## config.mk

```make
export PLATFORM = sky130hd
export DESIGN_NAME = looped_gate_array
export DESIGN_NICKNAME = d
export VERILOG_FILES = /design/src/rtl/looped_gate_array.sv
export SDC_FILE = /design/constraint.sdc
export NUM_CORES = 1
export LEC_CHECK = 0
export CORE_AREA = 2 2 88 48
export CTS_CLUSTER_SIZE = 20
export DETAILED_ROUTE_END_ITERATION = 10
export DIE_AREA = 0 0 90 50
export GPL_TIMING_DRIVEN = 0
export PLACE_DENSITY = 0.76
export SLEW_MARGIN = 10
export SYNTH_ARGS = -nofsm -noshare
export SYNTH_HDL_FRONTEND = slang
export SYNTH_SLANG_ARGS = --single-unit
```

## constraint.sdc

```tcl
create_clock -name clk -period 4.95 [get_ports clk]
set_clock_uncertainty 0.15 [all_clocks]
set_input_delay 0.99 -clock clk [delete_from_list [all_inputs] [get_ports clk]]
set_output_delay 0.99 -clock clk [all_outputs]
set_load 0.02 [all_outputs]
```

## src/rtl/looped_gate_array.sv

```systemverilog
// WIDTH-lane gate loop: each lane feeds op(input1, output1) through a DEPTH-stage
// register chain, with a parallel load and a saturating stage[0] change counter.
module looped_gate_array #(
    parameter int unsigned       WIDTH   = 8,
    parameter int unsigned       DEPTH   = 1,
    parameter int unsigned       CNT_W   = 8,
    parameter logic [WIDTH-1:0]  RST_VAL = '0
) (
    input  logic             clk,
    input  logic             rst,
    input  logic             en,
    input  logic [1:0]       mode,
    input  logic             load,
    input  logic [WIDTH-1:0] load_data,
    input  logic [WIDTH-1:0] input1,
    output logic [WIDTH-1:0] gate_out,
    output logic [WIDTH-1:0] output1,
    output logic [CNT_W-1:0] change_count
);

    logic [WIDTH-1:0] stage_q [DEPTH];
    logic [CNT_W-1:0] cnt_q;
    logic [CNT_W-1:0] cnt_d;

    assign output1      = stage_q[DEPTH-1];
    assign change_count = cnt_q;

    always_comb begin
        gate_out = '0;
        unique case (mode)
            2'd0: gate_out = ~(input1 & output1);
            2'd1: gate_out = ~(input1 | output1);
            2'd2: gate_out = input1 ^ output1;
            2'd3: gate_out = ~(input1 ^ output1);
            default: gate_out = '0;
        endcase
    end

    // Count only advancing edges that actually change stage[0]; stick at all-ones.
    always_comb begin
        cnt_d = cnt_q;
        if ((gate_out != stage_q[0]) && (cnt_q != {CNT_W{1'b1}})) begin
            cnt_d = cnt_q + CNT_W'(1);
        end
    end

    always_ff @(posedge clk or negedge rst) begin
        if (!rst) begin
            for (int k = 0; k < DEPTH; k++) begin
                stage_q[k] <= RST_VAL;
            end
            cnt_q <= '0;
        end else if (load) begin
            for (int k = 0; k < DEPTH; k++) begin
                stage_q[k] <= load_data;
            end
            cnt_q <= '0;
        end else if (en) begin
            stage_q[0] <= gate_out;
            for (int k = 1; k < DEPTH; k++) begin
                stage_q[k] <= stage_q[k-1];
            end
            cnt_q <= cnt_d;
        end
    end

endmodule

```

Word-level counts from Yosys, hierarchy flattened
Index checks and enable logic that the tools add are counted.
{"block": "word_totals", "register_bits": 16, "inputBits": 22}
{"block": "op_classes", "n_addsub": 1, "n_eq_ne": 5, "n_mux": 6, "bitwise": 6, "n_reduce_logical": 5}
{"cell": "8-bit 2-to-1 mux", "n": 5}
{"cell": "8-bit one-hot mux with 4 select lines", "n": 1}
{"cell": "8-bit inverter", "n": 3}
{"cell": "8-bit by 1-bit adder with 8-bit output, second input constant", "n": 1}
{"cell": "8-bit AND", "n": 1}
{"cell": "8-bit != test", "n": 1}
{"cell": "8-bit != test, second input constant", "n": 1}
{"cell": "8-bit OR", "n": 1}
{"cell": "8-bit bitwise XOR", "n": 1}
{"cell": "2-bit equality test, second input constant", "n": 2}
{"cell": "2-bit nonzero test", "n": 2}
{"cell": "2-bit by 1-bit equality test with 1-bit output, second input constant", "n": 1}
{"cell": "2-bit logical NOT", "n": 1}
{"cell": "2-bit AND reduction", "n": 1}
{"cell": "1-bit logical AND", "n": 1}

Logic depth before layout (Yosys ltp)
Gate-level depths: netlist of the first run.
{"block": "logic_depth", "word_depth": 8, "depth_mapped": 9}

Worst setup path before layout of the first run
OpenSTA, ideal clock, no wires.
{"block": "synth_timing", "kind": "input-to-reg", "from": "in input1[2]", "to": "reg cnt_q[4] (netlist: change_count[4])", "arrival_ns": 2.959, "setup_slack_ns": 1.713, "path_stages": 8, "path_cell_list": "inv_1 -> ha_1 -> xnor2_1 -> o21ai_0 -> xnor2_1 -> a41oi_2 -> nand4_1 -> mux2_1"}
{"block": "synth_via", "elab_chain_len": 7, "elab_cells_between_ends": 11, "cone_classes": "eq/ne: 1; mux: 1; bitwise: 6; reduce/logical: 3"}
{"item": "start, declared", "line": "15", "text": "input logic [WIDTH-1:0] input1,"}
{"item": "8-bit bitwise XOR, or another cell as far along", "line": "33, 34"}
{"item": "8-bit inverter (on tied branches)", "line": "34, 31, 32"}
{"item": "8-bit one-hot mux with 4 select lines (*)", "line": "30", "text": "unique case (mode)"}
{"item": "named net gate_out[2]", "line": "16", "text": "output logic [WIDTH-1:0] gate_out,"}
{"item": "8-bit != test (*)", "line": "42", "text": "if ((gate_out != stage_q[0]) && (cnt_q != {CNT_W{1'b1}})) begin"}
{"item": "1-bit logical AND (*)", "line": "42"}
{"item": "2-bit nonzero test (no source line) (*)"}
{"item": "2-bit AND reduction (no source line) (*)"}
{"item": "end signal, assigned", "line": "63", "text": "cnt_q <= cnt_d;"}
{"item": "end, declared", "line": "22", "text": "logic [CNT_W-1:0] cnt_q;"}
The timed path passes the listed nets; every way through them passes the cells marked *.
A chain may end at the register's enable or synchronous reset.

Final worst setup path of the first run
{"block": "layout_timing", "from": "in mode[0]", "to": "out gate_out[6]"}
{"block": "layout_via", "elab_chain_len": 2, "elab_cells_between_ends": 5, "cone_classes": "eq/ne: 3; mux: 1; reduce/logical: 1"}
{"item": "start, declared", "line": "12", "text": "input logic [1:0] mode,"}
{"item": "2-bit equality test, or another cell as far along", "line": "30"}
{"item": "8-bit one-hot mux with 4 select lines (*)", "line": "30"}
{"item": "end, declared", "line": "16"}
Every way passes the cells marked *; elsewhere a longest branch is shown, timed or not.

==> impl_metrics.csv, run 1 <==
group,metric,value,unit
outcome,status,"finished, final reports clean",
cts,cts-root-buf,"clkbuf_8",
critical_path,crit_path_end,"gate_out[6]",
sta,hold_viol,0,
route,drt_wl_total,3870,um
final_layout,drive_above_1_share,5.58,%
cts,clock_latency,0.25,ns
route,drt_pass1_iterations,4,
critical_path,critPathArrivalTime,3.11,ns
critical_path,r2r_cells,9,
critical_path,worstSetupStartpointType,"primary input",
cts,holdBufCountCts,0,
cts,cts.sink_count,16,
sta,min_period,4.25,ns
critical_path,cp-end-kind,"output pin",
grt,grt_max_degree,17,
cts,clk_pin_slew,0.07,ns
critical_path,r2r_slack,2.07,ns
route,vias_per_cell,5.03,
placed_design,placed_cells,283,
sta,setup_viol_count_final,0,
sta,max_freq,235,MHz
critical_path,critPathLaunch,"mode[0]",
final_layout,nets,273,
sta,timing.setup.tns,0,ns
min_path,hold_class,"flip-flop to flip-flop",
critical_path,rr_endpoint,"change_count[6]",
placed_design,place_hpwl,3020,um
power_and_ir_drop,irDropWorstVdd,0.000109,V
placed_design,routabilityCongestion,0.792,
synth,postSynthAreaPerCell,8.55,um^2
synth,ys_types,36,
cts,cts_setup_buffers,0,
route,antenna_left,0,
final_layout,syn2layout_area_growth,34.8,%
sta,worst_pin_slew,0.742,ns
floorplanning,std_cell_rows,16,
synth,netlist_instances,186,
synth,syn-num-nets,225,
power_and_ir_drop,power.leakage,0.000968,uW
sta,relSlewSlack,50.4,%
critical_path,crit_type,"primary input to output pin",
cts,cts_tree,"done",
route,drt_iter0_drc,72,
route,remaining_drc_errors,0,
grt,grt_util_all_layers,18.2,%
grt,grt_first_pass_wirelength,6450,um
cts,h-tree-depth,1,
grt,grt_pass1_vias,1299,
cts,cts_resized,0,
critical_path,r2r-start,"output1[3]",
placed_design,io_buffers,43,
synth,yosys_warnings,0,
sta,slew_violations,0,
final_layout,fin_util,57.6,%
sta,rsz0062_at_grt,"false",
sta,fin_crit_sh,85.9,%
floorplanning,die_width,90,um
floorplanning,initial_core_util,42.7,%
power_and_ir_drop,power.density,233,mW/mm^2
critical_path,cp_max_fo,10,
final_layout,final_cells,287,
grt,grt_overflow_total,0,
floorplanning,die-area,0.00450,mm^2
final_layout,antenna_cells,0,
floorplanning,core,0.00372,mm^2
final_layout,nFillCells,356,
grt,antenna_found_initial,0,
route,vias,1445,
cts,ctsLongestPathBuffers,2,
flow_run,max_cap_viol_count,0,
floorplanning,die_h,50,um
synth,ys_seq_area_share,25.2,%
floorplanning,io_pins,46,
synth,ys_ff_latch,16,
cts,cts_buffers,3,
sta,whs,0.452,ns
route,wl_per_cell,13.5,um
critical_path,worstPathRequired,3.81,ns
synth,syn-cell-area,0.00159,mm^2
[worst min path at each step]
stage / startpoint / to / slack [ns] / depth (start not counted)
floorplan: change_count[7] / change_count[7] / 0.50 / 2
global placement: change_count[7] / change_count[7] / 0.43 / 2
detailed placement: change_count[7] / change_count[7] / 0.43 / 2
CTS: change_count[7] / change_count[7] / 0.45 / 2
global route: change_count[7] / change_count[7] / 0.47 / 2
finish: change_count[7] / change_count[7] / 0.45 / 2
[kinds of logic after synthesis]
logic type | Yosys count | synth area share (%)
xor gates and xnor gates | 17 | 9.83
DFF | 16 | 25.2
and+or+nand+nor | 60 | 20.0
adders and majority gates | 17 | 13.4
buffers and inverters | 27 | 7.40
AOI/OAI and AO/OA | 34 | 14.5
muxes | 15 | 9.76
[stage by stage]
stage / power (uW) / instance area, um^2 / worst slack (ns)
after floorplan: 296 / 1590 / 1.71
after global placement: 377 / 2090 / 0.735
after detailed placement: 382 / 2090 / 0.713
after CTS: 503 / 2140 / 0.674
after global routing: 533 / 2140 / 0.561
final: 500 / 2140 / 0.696
[metal layers]
metal	track usage, %	wire (um)	up-vias	part of all wire (%)
met5	0	0	-	0
met4	2.31	17	0	0.44
met3	4.89	230	2	5.9
met2	27.1	1590	47	41
met1	27.0	2030	658	53
li1	-	-	738	-
[cells in the mapped netlist]
cell type	instances	area share, %
a2111oi_1	1	0.63
nor2b_1	5	2.0
nand3_1	7	2.2
and3_1	3	1.2
buf_1	2	0.47
nand2_1	12	2.8
nand4_1	4	1.6
a2111oi_2	2	1.9
a41o_1	1	0.63
and2b_1	2	0.94
and4_1	2	1.1
nor3b_1	1	0.47
buf_6	2	1.4
clkbuf_1	3	0.71
buf_2	1	0.31
nor3_1	4	1.3
a31o_2	1	0.55
xnor2_2	1	1.0
a211oi_1	3	1.4
o31ai_1	1	0.47
nand2b_1	3	1.2
inv_1	19	4.5
o21ai_0	18	5.7
ha_1	17	13
or3_1	6	2.4
a41oi_2	1	1.0
nor2_1	9	2.1
or2_1	2	0.79
mux2i_1	11	6.9
xor2_1	6	3.3
xnor2_1	10	5.5
mux2_2	1	0.71
mux2_1	3	2.1
dfrtp_1	16	25
a21boi_0	2	0.94
a21oi_1	4	1.3
[cells in the final DEF, fill, tap and decap left out, types with 5 or more instances in the layout]
| cell | instances |
|---|---|
| clkdlybuf4s50_1 | 43 |
| dfrtp_1 | 16 |
| ha_1 | 17 |
| inv_1 | 19 |
| mux2i_1 | 11 |
| nand2_1 | 12 |
| nand3_1 | 7 |
| nor2_1 | 9 |
| nor2b_1 | 5 |
| o21ai_0 | 18 |
| or3_1 | 6 |
| xnor2_1 | 10 |
| xor2_1 | 6 |
[cell type report]
class                   instances  area, um^2  area share, %
multi-input cells             143        1070           50.0
repair buffers                 43         430           20.1
flip-flops and latches         16         400           18.7
inverters                      19        71.3           3.33
well taps                      54        67.6           3.15
clock buffers                   4        55.1           2.57
plain buffers                   8        46.3           2.16
[state kept, by name, indices dropped and copies added (netlist names)]
| register | cells |
|---|---|
| output1 | 8 |
| change_count | 8 |
[worst max-delay path: stages]
cell	delay, ns
clkdlybuf4s50_1	0.61
buf_6	0.20
buf_6	0.17
mux2i_1	0.31
mux2_2	0.23
clkdlybuf4s50_1	0.60
[report_power, final]
| part | switching [uW] | internal [uW] |
|---|---|---|
| logic | 117 | 108 |
| clock network | 47.6 | 70.6 |
| registers | 15.8 | 140 |
Power figures use the tool's default switching activity.
==> run 2, diff against run 1 <==
--- a/config.mk
+++ b/config.mk
@@ -5,12 +5,12 @@
 export SDC_FILE = /design/constraint.sdc
 export NUM_CORES = 1
 export LEC_CHECK = 0
-export CORE_AREA = 2 2 88 48
+export CORE_AREA = 2 2 63 65
 export CTS_CLUSTER_SIZE = 20
 export DETAILED_ROUTE_END_ITERATION = 10
-export DIE_AREA = 0 0 90 50
+export DIE_AREA = 0 0 65 67
 export GPL_TIMING_DRIVEN = 0
-export PLACE_DENSITY = 0.76
+export PLACE_DENSITY = 0.77
 export SLEW_MARGIN = 10
 export SYNTH_ARGS = -nofsm -noshare
 export SYNTH_HDL_FRONTEND = slang
==> run 2 against run 1 <==
  * Via count grew 0.90%
  * Largest cell class unchanged
  * Sequential power is essentially flat
  * Power shrank 5.1%
  * Largest power group unchanged
  * Critical path type unchanged
==> impl_metrics.csv, run 2 (synthesis results as in run 1) <==
group,metric,value,unit
final_layout,antenna_cells,0,
final_layout,drive_above_1_share,5.17,%
sta,slew_violations,0,
route,vias,1458,
power_and_ir_drop,switching_share,36.3,%
min_path,hold_depth,2,
final_layout,finalInstanceArea,0.00212,mm^2
cts,cts_setup_buffers,0,
placed_design,routabilityCongestion,0.791,
route,drt_pass1_iterations,5,
final_layout,nets,273,
power_and_ir_drop,internal-power,302,uW
route,wl_per_cell,12.5,um
cts,ctsLongestPathBuffers,2,
sta,max_freq,239,MHz
critical_path,r2r_slack,2.07,ns
sta,fin_crit_sh,84.7,%
cts,cts.sink_count,16,
flow_run,max_cap_viol_count,0,
critical_path,worstPathRequired,3.81,ns
critical_path,cp-end-kind,"output pin",
final_layout,fin_util,58.8,%
floorplanning,die-area,0.00436,mm^2
placed_design,place_hpwl,2690,um
floorplanning,std_cell_rows,22,
power_and_ir_drop,power.share.clock,20.7,%
critical_path,crit_chain,"clkdlybuf4s50_1 -> buf_6 -> buf_6 -> mux2i_1 -> mux2_2 -> clkdlybuf4s50_1",
min_path,hold_class,"flip-flop to flip-flop",
placed_design,io_buffers,43,
sta,whs,0.438,ns
floorplanning,die_h,67,um
sta,timing.setup.tns,0,ns
grt,grt_first_pass_wirelength,5500,um
sta,rsz0062_at_grt,"false",
cts,cts_tree,"done",
sta,relSlewSlack,49.7,%
floorplanning,io_pins,46,
min_path,holdPathEnd,"change_count[7]",
critical_path,max_stage_delay,0.62,ns
critical_path,critPathArrivalTime,3.05,ns
critical_path,worstSetupStartpointType,"primary input",
critical_path,crit_path_top_delay_cell,"clkdlybuf4s50_1",
placed_design,dpl_cell_area,0.00208,mm^2
cts,cts-root-buf,"clkbuf_8",
critical_path,crit_type,"primary input to output pin",
sta,setup_viol_count_final,0,
cts,h-tree-depth,1,
power_and_ir_drop,seq_power_share,32.8,%
route,drt_wl_total,3510,um
final_layout,final_cell_mix,"clkdlybuf4s50_1, inv_1, o21ai_0",
power_and_ir_drop,p_comb_share,46.5,%
cts,cts_buffers,3,
final_layout,layout_commonest_cell,"clkdlybuf4s50_1",
grt,grt_overflow_total,0,
route,remaining_drc_errors,0,
grt,grt_pass1_vias,1237,
cts,cts_resized,0,
route,drt_iter0_drc,92,
floorplanning,core,0.00361,mm^2
final_layout,syn2layout_area_growth,33.4,%
floorplanning,die_width,65,um
power_and_ir_drop,irDropWorstVdd,0.000149,V
power_and_ir_drop,power.density,223,mW/mm^2
cts,clock_latency,0.25,ns
critical_path,r2r-start,"output1[5]",
grt,antenna_found_initial,0,
critical_path,rr_endpoint,"change_count[4]",
grt,grt_util_all_layers,16.2,%
sta,worst_pin_slew,0.752,ns
power_and_ir_drop,power.leakage,0.000960,uW
sta,min_period,4.19,ns
grt,grt_max_degree,17,
route,vias_per_cell,5.21,
floorplanning,initial_core_util,44.1,%
power_and_ir_drop,switching_power,172,uW
cts,clk_pin_slew,0.06,ns
route,antenna_left,0,
outcome,status,"finished, final reports clean",
cts,holdBufCountCts,0,
critical_path,r2r_cells,9,
critical_path,cp_max_fo,10,
min_path,hp-start,"change_count[7]",
final_layout,nFillCells,329,
sta,hold_viol,0,
## run 2: changes by cell type in the layout (fill, tap and decap cells not counted), sizes merged
cell    delta
clkbuf     -1
## run 2: through the flow
| step | power [uW] | setup slack, ns | std cells |
|---|---|---|---|
| 2_1_floorplan | 296 | 1.71 | 186 |
| 3_3_place_gp | 375 | 0.749 | 277 |
| 3_5_place_dp | 379 | 0.756 | 277 |
| 4_1_cts | 478 | 0.748 | 280 |
| 5_1_grt | 505 | 0.640 | 280 |
| 6_report | 474 | 0.758 | 280 |
## run 2: how the worst max path moves through the flow
stage          depth (start not counted)  slack, ns              end       from
2_1_floorplan                          8       1.71  change_count[4]  input1[2]
3_3_place_gp                           6       0.75      gate_out[6]    mode[0]
3_5_place_dp                           6       0.76      gate_out[6]    mode[0]
4_1_cts                                6       0.75      gate_out[6]    mode[0]
5_1_grt                                6       0.64      gate_out[6]    mode[0]
6_report                               6       0.76      gate_out[6]    mode[0]
## run 2: layout make-up
type,instances,area [um^2],share of cell area (%)
multi-input combinational,143,1070,50.5
timing repair buffer,43,430,20.3
sequential,16,400,18.9
inverter,19,71.3,3.36
tap,48,60.1,2.83
buffer,8,46.3,2.18
clock buffer,3,41.3,1.95
## run 2: per-layer routing
layer	vias up	wire length [um]	track usage [%]
met2	33	1720	27.1
met1	684	1610	21.6
met3	2	171	2.03
met4	0	10	5.05
met5	-	0	0
li1	739	-	-
## run 2: power groups by stage
stage	Clock [uW]	Sequential [uW]	Combinational, uW
CTS	100	155	223
finish	98.1	155	221
global route	107	157	241
floorplan	0	167	129
detailed placement	0	158	221
global placement	0	158	217
## run 2: worst max-delay path, delay by kind of cell
family	cells	cell delay [ns]
buf+inv	4	1.59
mux	2	0.46
==> run 3, diff against run 2 <==
--- a/config.mk
+++ b/config.mk
@@ -5,12 +5,12 @@
 export SDC_FILE = /design/constraint.sdc
 export NUM_CORES = 1
 export LEC_CHECK = 0
-export CORE_AREA = 2 2 63 65
+export CORE_AREA = 2 2 64 66
 export CTS_CLUSTER_SIZE = 20
 export DETAILED_ROUTE_END_ITERATION = 10
-export DIE_AREA = 0 0 65 67
+export DIE_AREA = 0 0 66 68
 export GPL_TIMING_DRIVEN = 0
-export PLACE_DENSITY = 0.77
+export PLACE_DENSITY = 0.78
 export SLEW_MARGIN = 10
 export SYNTH_ARGS = -nofsm -noshare
 export SYNTH_HDL_FRONTEND = slang
==> constraint.sdc (replaced) <==
create_clock -name clk -period 3.8 [get_ports clk]
set_clock_uncertainty 0.15 [all_clocks]
set_input_delay 0.76 -clock clk [delete_from_list [all_inputs] [get_ports clk]]
set_output_delay 0.76 -clock clk [all_outputs]
set_load 0.02 [all_outputs]
==> run 3 against run 2 <==
  * Final cell count up 1.1%
  * Non-clock buffer count unchanged
  * Via count up 0.82%
  * Count of clock-buffer cells in the layout up 1
  * Power up 37%
  * Core utilization down 3.3 points
  * Flip-flop and latch count unchanged
  * Global-route usage up 1.4 points
  * Largest cell class unchanged
  * Combinational power up 30%
==> impl_metrics.csv, run 3 (synthesis results as in run 1) <==
group,metric,value,unit
critical_path,critPathArrivalTime,2.75,ns
final_layout,layout_commonest_cell,"clkdlybuf4s50_1",
placed_design,io_buffers,43,
route,antenna_left,0,
cts,ctsLongestPathBuffers,2,
cts,cts_buffers,3,
cts,h-tree-depth,1,
cts,clk_pin_slew,0.07,ns
grt,grt_max_degree,17,
critical_path,crit_chain,"clkdlybuf4s50_1 -> inv_1 -> ha_1 -> xnor2_1 -> a21oi_1 -> clkdlybuf4s50_1",
sta,max_freq,273,MHz
power_and_ir_drop,power.leakage,0.000977,uW
critical_path,max_stage_delay,0.68,ns
grt,grt_first_pass_wirelength,6110,um
grt,grt_pass1_vias,1399,
final_layout,final_cell_mix,"clkdlybuf4s50_1, inv_1, o21ai_0",
floorplanning,core,0.00386,mm^2
outcome,status,"finished, final reports clean",
sta,final.setup.worst_slack,0.138,ns
power_and_ir_drop,irDropWorstVdd,0.000207,V
route,drt_wl_total,3630,um
critical_path,crit_type,"primary input to output pin",
cts,clock_latency,0.26,ns
sta,setup_viol_count_final,0,
power_and_ir_drop,p_comb_share,44.5,%
floorplanning,io_pins,46,
final_layout,nFillCells,378,
sta,fin_crit_sh,96.4,%
floorplanning,die-area,0.00449,mm^2
placed_design,place_hpwl,2740,um
floorplanning,initial_core_util,41.2,%
final_layout,nets,273,
sta,worst_pin_slew,0.752,ns
grt,grt_util_all_layers,17.6,%
sta,timing.setup.tns,0,ns
route,drt_pass1_iterations,4,
power_and_ir_drop,power.share.clock,24.2,%
final_layout,fin_util,55.5,%
route,vias,1470,
grt,antenna_found_initial,0,
critical_path,cp-end-kind,"output pin",
critical_path,worstSetupStartpointType,"primary input",
route,vias_per_cell,5.19,
final_layout,antenna_cells,0,
cts,cts_tree,"done",
sta,relSlewSlack,49.7,%
placed_design,pre_cts_slack,0.0462,ns
sta,min_period,3.66,ns
flow_run,max_cap_viol_count,0,
power_and_ir_drop,power,647,uW
power_and_ir_drop,power.density,302,mW/mm^2
route,wl_per_cell,12.8,um
placed_design,dpl_cell_area,0.00208,mm^2
floorplanning,std_cell_rows,23,
sta,slew_violations,0,
final_layout,drive_above_1_share,5.58,%
grt,grt_overflow_total,0,
route,remaining_drc_errors,0,
sta,hold_viol,0,
critical_path,crit_buf_inv,3,
power_and_ir_drop,internal-power,415,uW
critical_path,crit_path_top_delay_cell,"clkdlybuf4s50_1",
power_and_ir_drop,switching_power,232,uW
critical_path,cp_max_fo,3,
floorplanning,die_width,66,um
critical_path,worstPathRequired,2.89,ns
placed_design,routabilityCongestion,0.802,
floorplanning,die_h,68,um
power_and_ir_drop,seq_power_share,31.3,%
route,drt_iter0_drc,74,
min_path,hold_class,"flip-flop to flip-flop",
sta,rsz0062_at_grt,"false",
cts,holdBufCountCts,0,
final_layout,finalInstanceArea,0.00214,mm^2
power_and_ir_drop,switching_share,35.8,%
cts,cts.sink_count,16,
final_layout,syn2layout_area_growth,34.6,%
critical_path,cpMostUsedCell,"clkdlybuf4s50_1",
critical_path,cp_top_family,"buffers and inverters",
cts,cts-root-buf,"clkbuf_8",
## run 3: power by group through the flow
stage	Combinational [uW]	Clock [uW]	Sequential (uW)
after floorplan	168	0	218
final	288	157	203
after global routing	318	164	205
after CTS	290	155	203
after detailed placement	289	0	206
after global placement	282	0	205
## run 3: per-stage QoR
stage          instances  hold slack [ns]
2_1_floorplan        186            0.314
3_3_place_gp         279            0.426
3_5_place_dp         279            0.444
4_1_cts              283            0.456
5_1_grt              283            0.484
6_report             283            0.458
## run 3: routing by layer
layer / global-route usage (%) / vias to the layer above / share of wire (%)
met4: 7.14 / 0 / 1.5
met2: 31.7 / 42 / 50
met5: 0 / - / 0
met1: 21.0 / 685 / 43
li1: - / 739 / -
met3: 2.80 / 4 / 5.1
## run 3: tightest hold or removal path: cells and delay by family, from the launching register on
| kind | cells | cell delay, ns |
|---|---|---|
| flops | 1 | 0.41 |
| compound gates | 2 | 0.16 |
## run 3: path summary, 6_finish.rpt
path	start	to	slack (ns)	cells past startpoint
setup / recovery	input1[4]	gate_out[4]	0.14	6
hold / removal	change_count[7]	change_count[7]	0.46	2
setup reg to reg	output1[3]	change_count[6]	0.92	9
hold reg to reg	change_count[7]	change_count[7]	0.46	2
max in group asynchronous	rst	output1[2]	2.23	1
min in group asynchronous	rst	change_count[1]	0.79	1
## run 3: timing repair
item / 4_1_cts / 5_1_grt
endpoints found under the setup margin: 0 / 2
gates resized for setup: 0 / 1
hold endpoints to repair: 0 / 0
buffers inserted: 0 / 0
## run 3: area by class of cell
cell class              count  area [um^2]  area share [%]
repair buffers             43          433            20.2
multi-input cells         143         1070            50.1
clock buffers               4         55.1            2.57
inverters                  19         71.3            3.33
well taps                  50         62.6            2.92
plain buffers               8         46.3            2.16
flip-flops and latches     16          400            18.7
==> RTL edit (settings of run 1) <==
The parameter `CNT_W` goes from 8 to 12.
--- a/src/rtl/looped_gate_array.sv
+++ b/src/rtl/looped_gate_array.sv
@@ -4,5 +4,5 @@
     parameter int unsigned       WIDTH   = 8,
     parameter int unsigned       DEPTH   = 1,
-    parameter int unsigned       CNT_W   = 8,
+    parameter int unsigned       CNT_W   = 12,
     parameter logic [WIDTH-1:0]  RST_VAL = '0
 ) (
Ports: changed (resized change_count); port bits go from 46 to 50. No check against the original RTL was run, so the function may have changed too.
==> RTL edit against run 1 <==
Die area did not move. Non-clock buffer count increased by 5. Sequential cell count rose by 4. Cell area rose by 14%. Area after synthesis rose by 16%. Power up 16%. Register-to-register slack worse by 0.09 ns. Routed wire length is 14% higher. Sequential share of layout area grew 1.9 points. Sequential power grew 21%. Critical path depth stayed put. Worst setup slack improved by 0.0080 ns. Highest routed layer unchanged.
==> RTL edit: results (changes against run 1) <==
Global route
  – Met3 Use GR: 5.05% (was 4.89%)
  – First-pass GRT wire length: 7530 microns (was 6450 microns)
  – Met1 usage: 31.6% (was 27.0%)
  – Initial antenna violation count: 0 (unchanged)
  – M2 GR Usage: 30.2% (was 27.1%)
  – Largest net degree at the start of global routing: 21 (was 17)
  – Global-route usage over all layers: 20.8% (was 18.2%)
  – Vias in the first global route: 1553 (was 1299)

Clock tree
  – Number of CTS-inserted buffers: 3 (unchanged)
  – CTS root buf: clkbuf_8 (unchanged)
  – Post-CTS sizing: 0 (unchanged)
  – CTS HTree Levels: 1 (unchanged)
  – Worst-path clk slew: around 0.080 ns
  – CTS max path bufs: 2 (unchanged)
  – Clk_lat worst skew: 0.27 ns (was 0.25 ns)
  – Post-CTS setup repair buffer count: 0 (unchanged)

Pwr
  – Max VDD drop: 0.138 mV (was 0.109 mV)
  – Sw Ratio: 33.0% (was 36.1%)
  – Lkg Pwr: 0.00104 uW (was 0.000968 uW)

Routing
  – Met2 wire length: 1740 microns (was 1590 microns)
  – Iteration count of the initial detailed-routing pass: 8 (was 4)
  – Vias: 1705 (was 1445)
  – WL/cell: 13.9 microns (was 13.5 microns)
  – Post-Route M1 WL: 2380 microns (was 2030 microns)
  – Vias per cell: 5.34 (was 5.03)
  – WL met3: 272 microns (was 230 microns)
  – Top Metal Used: met4 (unchanged)
  – Initial DRC count: 105 (was 72)

Synthesis
  – Yosys cell types: 39 (was 36)
  – Synth area leaders: dfrtp_1 27%, ha_1 12%, mux2i_1 4.9%, o21ai_0 4.9%, inv_1 4.1% (was dfrtp_1 25%, ha_1 13%, mux2i_1 6.9%, o21ai_0 5.7%, xnor2_1 5.5%)
  – Post-synth ARST share: 100% (unchanged)
  – Avg Cell Area, Syn: 8.55 sq um (about the same)
  – Synth warn: 0 (unchanged)
  – Register area share after synthesis: 27.2% (was 25.2%)
  – Syn Nets: 254 (was 225)
  – Top cells by count, synth: 20 x dfrtp_1, 20 x inv_1, 19 x nand2_1 (was 19 x inv_1, 18 x o21ai_0, 17 x ha_1)

Finish
  – Reg area: 500 sq um (was 400 sq um)
  – Nets: 305 (was 273)
  – N_diodes: 0 (unchanged)
  – Max FFs per register: 12
  – Fillers: 330 (was 356)
  – Layout cells sized above 1: 6.42% (was 5.58%)

Placement
  – Port Buffers: 46 (was 43)
  – Placed cell count: 315 (was 283)
  – Placed Area: 2370 sq um (was 2090 sq um)
  – Detailed placer's ending HPWL: 3600 microns (was 3020 microns)
  – Final GP Congestion: 0.776 (was 0.792)
  – Dpl ws: 0.741 ns (was 0.713 ns)

Timing
  – Worst slew pin tran: 0.885 ns (was 0.742 ns)

Min path
  – Hold Path Class: reg -> reg (unchanged)

Setup path
  – Max FO, Critical Path: 10 (unchanged)
  – Crit path DAT: 3.11 ns (about the same)

Run status
  – Status: completed (unchanged)
RTL edit: cell types whose count changed in the layout (fill, tap and decap cells not counted), sizes merged, moves of 3 or more:
cell / delta
mux2: -4
dfrtp: +4
a21oi: +5
or4: +4
o211ai: +4
o31ai: +4
clkdlybuf4s50: +3
or3: +3
nand2: +7
nor2b: +3
RTL edit: worst max-delay path, stage by stage:
cell	delay [ns]
clkdlybuf4s50_1	0.63
inv_1	0.19
buf_2	0.23
nand3_1	0.08
a21boi_0	0.31
clkdlybuf4s50_1	0.68
RTL edit: power groups by stage:
stage,Combinational [uW],Sequential (uW),Clock (uW)
floorplan,131,200,0
global placement,220,191,0
detailed placement,224,192,0
CTS,225,188,167
global route,246,191,174
finish,226,188,166
RTL edit: final cells by class:
cell class,instances,share of cell area [%]
Clock inverter,1,1.23
Tap cell,54,2.77
Multi-Input combinational cell,165,48.8
Buffer,10,2.98
Inverter,20,3.08
Timing Repair Buffer,46,18.9
Sequential cell,20,20.5
Clock buffer,3,1.69
RTL edit: kinds of logic after synthesis:
group | after synthesis | synth area share (%)
AO/OA/AOI/OAI | 50 | 18.6
XOR/XNOR | 14 | 7.49
adder cells (fa/ha/maj) | 17 | 11.6
buffers and inverters | 30 | 8.03
flip-flops | 20 | 27.2
multiplexers | 9 | 4.90
AND/OR/NAND/NOR | 75 | 22.2
RTL edit: worst paths after layout:
check | from | endpoint | slack, ns | cells past startpoint
worst min register to register | change_count[11] | change_count[11] | 0.42 | 2
max in group asynchronous | rst | change_count[2] | 3.03 | 1
worst min-delay path | change_count[11] | change_count[11] | 0.42 | 2
worst max-delay path | mode[1] | gate_out[6] | 0.70 | 6
worst max register to register | output1[6] | change_count[1] | 1.98 | 10
min in group asynchronous | rst | change_count[9] | 1.07 | 1
